==> src/rtl/stage3_bus_arbiter.sv <==
// Two-master bus arbiter: merges an instruction-fetch port and a data port
// onto one shared generic bus. Data normally wins arbitration. A starvation
// counter hands the bus to fetch after STARVE_LIMIT data grants in a row.
module stage3_bus_arbiter #(
  parameter int STARVE_LIMIT = 4
) (
  input  logic        CLK,
  input  logic        RST,
  // fetch port
  input  logic [31:0] i_addr,
  input  logic        i_ren,
  output logic [31:0] i_rdata,
  output logic        i_busy,
  // data port
  input  logic [31:0] d_addr,
  input  logic [31:0] d_wdata,
  input  logic        d_ren,
  input  logic        d_wen,
  input  logic [3:0]  d_byte_en,
  output logic [31:0] d_rdata,
  output logic        d_busy,
  // shared bus
  output logic [31:0] m_addr,
  output logic [31:0] m_wdata,
  output logic        m_ren,
  output logic        m_wen,
  output logic [3:0]  m_byte_en,
  input  logic [31:0] m_rdata,
  input  logic        m_busy
);

  localparam int CNT_W = $clog2(STARVE_LIMIT + 1);
  localparam logic [CNT_W-1:0] LIMIT_C = CNT_W'(STARVE_LIMIT);

  localparam logic [1:0] IDLE  = 2'd0;
  localparam logic [1:0] GNT_I = 2'd1;
  localparam logic [1:0] GNT_D = 2'd2;

  logic [1:0]       state_q, state_d;
  logic [CNT_W-1:0] starve_cnt_q, starve_cnt_d;
  logic [31:0]      addr_q, addr_d;
  logic [31:0]      wdata_q, wdata_d;
  logic [3:0]       byte_en_q, byte_en_d;
  logic             ren_q, ren_d;
  logic             wen_q, wen_d;

  logic d_req;
  logic fetch_win;
  logic i_done;
  logic d_done;

  // Next-state logic: arbitration in IDLE, grant latching, completion back to IDLE
  always_comb begin
    d_req        = d_ren | d_wen;
    fetch_win    = i_ren & (~d_req | (starve_cnt_q == LIMIT_C));
    state_d      = state_q;
    starve_cnt_d = starve_cnt_q;
    addr_d       = addr_q;
    wdata_d      = wdata_q;
    byte_en_d    = byte_en_q;
    ren_d        = ren_q;
    wen_d        = wen_q;
    case (state_q)
      IDLE: begin
        if (fetch_win) begin
          state_d      = GNT_I;
          addr_d       = i_addr;
          wdata_d      = 32'h0;
          byte_en_d    = 4'b1111;
          ren_d        = 1'b1;
          wen_d        = 1'b0;
          starve_cnt_d = '0;
        end else if (d_req) begin
          state_d   = GNT_D;
          addr_d    = d_addr;
          wdata_d   = d_wdata;
          byte_en_d = d_byte_en;
          ren_d     = d_ren;
          wen_d     = d_wen;
          if (i_ren) begin
            if (starve_cnt_q != LIMIT_C) starve_cnt_d = starve_cnt_q + CNT_W'(1);
          end else begin
            starve_cnt_d = '0;
          end
        end else begin
          starve_cnt_d = '0;
        end
      end
      GNT_I, GNT_D: begin
        if (!m_busy) begin
          state_d = IDLE;
          ren_d   = 1'b0;
          wen_d   = 1'b0;
        end
      end
      default: begin
        state_d = IDLE;
        ren_d   = 1'b0;
        wen_d   = 1'b0;
      end
    endcase
  end

  // State and latch registers with synchronous reset
  always_ff @(posedge CLK) begin
    if (RST) begin
      state_q      <= IDLE;
      starve_cnt_q <= '0;
      addr_q       <= 32'h0;
      wdata_q      <= 32'h0;
      byte_en_q    <= 4'h0;
      ren_q        <= 1'b0;
      wen_q        <= 1'b0;
    end else begin
      state_q      <= state_d;
      starve_cnt_q <= starve_cnt_d;
      addr_q       <= addr_d;
      wdata_q      <= wdata_d;
      byte_en_q    <= byte_en_d;
      ren_q        <= ren_d;
      wen_q        <= wen_d;
    end
  end

  // Requester responses: busy drops and read data passes only on owner completion
  always_comb begin
    i_done    = (state_q == GNT_I) & ~m_busy;
    d_done    = (state_q == GNT_D) & ~m_busy;
    i_busy    = i_ren & ~i_done;
    d_busy    = (d_ren | d_wen) & ~d_done;
    i_rdata   = (i_done & i_ren) ? m_rdata : 32'h0;
    d_rdata   = (d_done & (d_ren | d_wen)) ? m_rdata : 32'h0;
    m_addr    = addr_q;
    m_wdata   = wdata_q;
    m_byte_en = byte_en_q;
    m_ren     = ren_q;
    m_wen     = wen_q;
  end

endmodule
==> config.mk <==
export PLATFORM = sky130hd
export DESIGN_NAME = stage3_bus_arbiter
export DESIGN_NICKNAME = d
export VERILOG_FILES = /design/src/rtl/stage3_bus_arbiter.sv
export SDC_FILE = /design/constraint.sdc
export NUM_CORES = 1
export LEC_CHECK = 0
export BUFFER_PORTS_ARGS = -buffer_cell sky130_fd_sc_hd__buf_2
export CORE_ASPECT_RATIO = 0.8
export CORE_MARGIN = 2
export CORE_UTILIZATION = 36
export CTS_BUF_LIST = sky130_fd_sc_hd__clkbuf_16
export DETAILED_ROUTE_END_ITERATION = 10
export GPL_ROUTABILITY_DRIVEN = 0
export GPL_TIMING_DRIVEN = 0
export HOLD_SLACK_MARGIN = 0.06
export MAX_ROUTING_LAYER = met4
export PLACE_DENSITY = 0.76
export SLEW_MARGIN = 15
export SYNTH_ARGS = -nofsm -noshare
export SYNTH_HDL_FRONTEND = slang
export SYNTH_SLANG_ARGS = --single-unit
==> constraint.sdc <==
create_clock -name CLK -period 1.45 [get_ports CLK]
set_input_delay 0.2175 -clock CLK [delete_from_list [all_inputs] [get_ports CLK]]
set_output_delay 0.2175 -clock CLK [all_outputs]
set_load 0.01 [all_outputs]
# --- After elaboration in Yosys (flattened, before gate mapping) ---
# Index checks and enable logic that the tools add are counted.
op_classes:
  add_sub_neg: 1
  mux: 23
  n_eq_ne: 7
  n_bitwise: 13
  reduce_logical: 6
ops:
  columns: ["op", "count"]
  rows:
  - ["$mux W32", 6]
  - ["$mux W3", 4]
  - ["$mux W4", 2]
  - ["$and A1 B1 Y1", 7]
  - ["$mux W2", 3]
  - ["$ne A3 B3 Y1 const B", 2]
  - ["$reduce_and A2 Y1", 3]
  - ["$mux W1", 5]
  - ["$ne A4 B2 Y1 const B", 1]
  - ["$not A1 Y1", 4]
  - ["$pmux W1 S2", 2]
  - ["$pmux W2 S2", 1]
  - ["$add A3 B1 Y3 const B", 1]
  - ["$eq A3 B3 Y1 const B", 1]
  - ["$eq A2 B1 Y1 const B", 1]
  - ["$eq A2 B2 Y1 const B", 1]
  - ["$logic_not A2 Y1", 1]
  - ["$ne A2 B2 Y1 const B", 1]
  - ["$or A1 B1 Y1", 2]
  - ["$reduce_bool A2 Y1", 1]
  - ["$reduce_or A2 Y1", 1]
totals:
  input_bits: 138
  regBits: 75
  out_inout_bits: 136
  elab_cells: 57

# --- Longest topological paths before layout ---
logic_depth:
  depth_word: 6
  mapped_depth: 8
  ltp_nobuf: 6

# --- Least setup slack after synthesis ---
# Ideal clock, no wire load.
synth_path:
  path_type: "reg2reg"
  from: "register starve_cnt_q[0]"
  to: "register addr_q[23] (netlist: m_addr[23])"
  stages_incl_launch_ff: 9
  period_less_slack_ns: 1.520
  required_ns: 1.304
  setup_slack_ns: -0.070
  path_buffers: 2
  arrival_ns: 1.374
  setup_time_ns: 0.146
  cell_sequence: "dfxtp_1 > inv_1 > ha_1 > o2bb2ai_2 > and2_1 > buf_4 > buf_6 > a21oi_1 > a211oi_2"
synth_between:
  elab_chain_len: 5
  word_cells_on_any_way: 6
  cone_classes: "eq/ne: 1; mux: 1; bitwise: 2; reduce/logical: 2"
synth_lines:
  columns: ["item", "line", "rtl"]
  rows:
  - ["start: declaration", "40", "logic [CNT_W-1:0] starve_cnt_q, starve_cnt_d;"]
  - ["start signal: assignment", "116", "starve_cnt_q <= starve_cnt_d;"]
  - ["$eq A3 B3 Y1 (*)", "55", "fetch_win = i_ren & (~d_req | (starve_cnt_q == LIMIT_C));"]
  - ["$or A1 B1 Y1 (*)", "55", null]
  - ["$and A1 B1 Y1 (*)", "55", null]
  - ["$reduce_bool A2 Y1 (no line)", null, null]
  - ["$reduce_and A2 Y1 (no line)", null, null]
  - ["end signal: assignment", "117", "addr_q <= addr_d;"]
  - ["end: declaration", "41", "logic [31:0] addr_q, addr_d;"]
# Every way passes the cells marked *; elsewhere a longest branch is shown, timed or not.
# A chain may end at the register's enable or synchronous reset.

# --- Worst setup path in the final report ---
layout_path:
  from: "register state_q[0]"
  to: "output d_rdata[2]"
layout_between:
  elab_chain_len: 4
layout_lines:
  columns: ["item", "line", "rtl"]
  rows:
  - ["start: declaration", "39", "logic [1:0] state_q, state_d;"]
  - ["start signal: assignment", "115", "state_q <= state_d;"]
  - ["$eq A2 B2 Y1", "128", "d_done = (state_q == GNT_D) & ~m_busy;"]
  - ["$and A1 B1 Y1", "128", null]
  - ["$and A1 B1 Y1", "132", "d_rdata = (d_done & (d_ren | d_wen)) ? m_rdata : 32'h0;"]
  - ["$mux W32", "132", null]
  - ["end: declaration", "20", "output logic [31:0] d_rdata,"]
# Every way passes these cells.

==> impl_metrics.toml <==
[setup_path]
cp_data_required_time_ns = 1.23
critical-path-top-delay-family = "buffers and inverters"
start_kind = "flip-flop"
worst-path-max-fanout = 10
critPathLaunch = "state_q[0]"
end_kind = "primary output"
path_cells = "inv_4 -> ha_4 -> nor3b_4 -> buf_6 -> buf_8 -> and2_1 -> buf_2"
path_class = "flip-flop to primary output"
slowest_delay_ns = 0.36
crit_buf_inv = 4
cp_slowest_cell = "dfxtp_4"
critical_path_arrival_ns = 1.58
r2r-start = "state_q[0]"

[power]
power_leakage_nw = 3.36
swShare = 0.302
switchingPower_mw = 2.21
peakVddDrop_uv = 737
p_seq_frac = 0.331
intPower_mw = 5.10
power_density_mw_per_mm2 = 1080
power_frac_comb = 0.313
total_power_mw = 7.31
pwr-share-clk = 0.356

[worst_hold_path]
hold_start = "d_byte_en[2]"
hp-class = "input port to flip-flop"

[die]
start_util = 0.373
fp-row-count = 32
ios = 274
die_x_um = 116
die_area_mm2 = 0.0109
core_area_mm2 = 0.00973
die_h_um = 93.8

[drt]
vias = 4484
dr.first_iter.drc_count = 159
routed_wirelength_mm = 15.0
drtAntennaViolNets = 0
post_drt_wl_per_cell_um = 16.5
drt-vias-per-instance = 4.93
drt_first_pass_iters = 4
drc = 0

[grt]
gr-usage-met1 = 0.256
top_usage_layer = "met2"
grt_max_degree = 15
grtUsageTotal = 0.242
first_global_vias = 4187
grt_overflow = 0
antenna_found_initial = 0
grt_pass1_wl_mm = 20.3
grt_use_met2 = 0.444
use_met3 = 0.0490

[timing]
finalMaxSlewViolations = 0
timing.fmax_mhz = 556
tightest_slew_ns = 0.726
final_hold_viol_count = 0
finClkSkew_ns = 0.0130
hold_ws_ns = 0.116
setup_ws_ns = -0.350
fin_crit_ns = 1.80
relSlewSlack = 0.516
period_share = 1.24
setup_violations = 126
rsz0062_at_grt = "yes"

[place]
placedCellCount = 863
pre_cts_ws_ns = -0.354
io_buffers = 272
hpwlAfterDp_mm = 10.6

[cells_and_area]
area_delta_synth_final_pct = 87.0
drive_gt1_frac = 0.608
final_common_cell = "buf_2"
nets = 911
final_core_util = 0.698
n_antenna_cell = 0
final_cell_mix = "261 x buf_2, 71 x dfxtp_1, 65 x nand2_1, 52 x and2_1, 39 x nor2_1"
stdcell_count = 909

[synth]
synth_cell_type_count = 32
yosysWarnings = 0
yosys.area.top_type_share = 0.414
avgSynthCellArea_um2 = 7.98
yosysSeqAreaShare = 0.414
yosysTopAreaCell = "dfxtp_1"
synth_area_mm2 = 0.00363
netlist_instances = 455
synth-seq-cells = 75
syn_nets = 598
ys_top_cells_by_area = "dfxtp_1 41%, and2_1 11%, a21oi_1 9.7%, nand2_1 7.0%, a211oi_2 6.5%"

[outcome]
violations = "negative setup slack"
run_status = "complete, but fails checks"

[cts]
clk_pin_slew_worst_paths_ns = 0.07
cts_made_buffers = 9
root_buffer = "clkbuf_16"
cts_sinks = 75
clockBufferDepth = 2
cts-htree-levels = 3
cts_tree = "built"
clock_latency_ns = 0.33

[job]
max_cap_violations = 0
-- cell usage after synthesis --
master / number
a21o_1: 1
ha_1: 5
buf_4: 5
buf_1: 4
o31ai_2: 1
a22oi_1: 3
nor2_2: 1
dfxtp_1: 75
a211oi_1: 13
and3_1: 1
a32o_1: 1
nor2_1: 41
a21oi_4: 1
nor3_1: 1
nand2_1: 68
a32oi_1: 1
o22ai_1: 4
inv_1: 6
mux2i_1: 1
o31ai_1: 1
nand3_1: 32
and2_1: 65
o21ai_0: 1
a211oi_2: 19
buf_2: 10
nor3b_2: 1
o2bb2ai_2: 1
clkbuf_1: 17
a21oi_1: 70
inv_2: 1
buf_6: 3
nand3b_1: 1
-- registers in the layout, summed over array words and instances, names as in the netlist --
name and count:
state_q 2, m_addr 32, m_byte_en 4, m_wen 1, starve_cnt_q 3, m_ren 1
m_wdata 32
-- metal layers --
layer	routed length (um)	vias to the layer above
li1	-	2171
met1	5830	2110
met2	7890	168
met3	797	35
met4	446	0
met5	0	-
-- power by group through the flow --
stage	registers (mW)	clock network [mW]	logic (mW)
2_1_floorplan	2.55	0	0.835
6_report	2.42	2.60	2.29
5_1_grt	2.44	2.75	2.45
3_3_place_gp	2.44	0	1.58
3_5_place_dp	2.45	0	1.63
4_1_cts	2.41	2.66	1.71
-- final timing paths --
check                 endpoint  slack, ns  cells after the start
setup / recovery    d_rdata[2]      -0.35                      7
hold / removal    m_byte_en[2]       0.12                      3
setup reg to reg    m_addr[23]      -0.18                     10
hold reg to reg    m_wdata[24]       0.45                      2
-- per-stage QoR --
stage	area (um2)	setup TNS [ns]
after detailed placement	5270	-30.36
final	6790	-25.17
after CTS	5800	-30.90
after global placement	5270	-24.67
after global routing	6790	-34.47
after floorplan	3740	0
-- what timing repair did --
item	CTS	global route
buffers inserted	1	22
cloned	1	9
setup endpoints to repair	138	141
gates resized for setup	55	162
hold buffers	0	0
pin swaps	1	69
-- layout make-up --
| class | instances | area (um2) |
|---|---|---|
| buffer | 36 | 414 |
| timing repair buffer | 305 | 1870 |
| clock inverter | 7 | 124 |
| tap | 136 | 170 |
| sequential | 75 | 1510 |
| fill | 787 | 2940 |
| multi-input combinational | 334 | 2440 |
| inverter | 7 | 33.8 |
| clock buffer | 9 | 225 |
-- worst reg2reg max path, stage by stage (launching register included) --
cell	delay [ns]
dfxtp_4	0.36
inv_4	0.06
buf_4	0.11
ha_4	0.16
inv_4	0.05
a21oi_4	0.14
buf_6	0.13
buf_6	0.12
buf_8	0.13
nor2_1	0.05
a211oi_2	0.22
-- logic make-up (layout without fill, tap and decap cells) --
| family | count (synthesis) | count (layout) | share of synthesized area |
|---|---|---|---|
| fa+ha+maj | 5 | 5 | 0.0172 |
| compound gates | 117 | 117 | 0.225 |
| mux | 1 | 1 | 0.00276 |
| flops | 75 | 75 | 0.414 |
| simple gates | 211 | 211 | 0.279 |
| buf+inv | 46 | 364 | 0.0624 |
(Power assumes the default switching activity.)
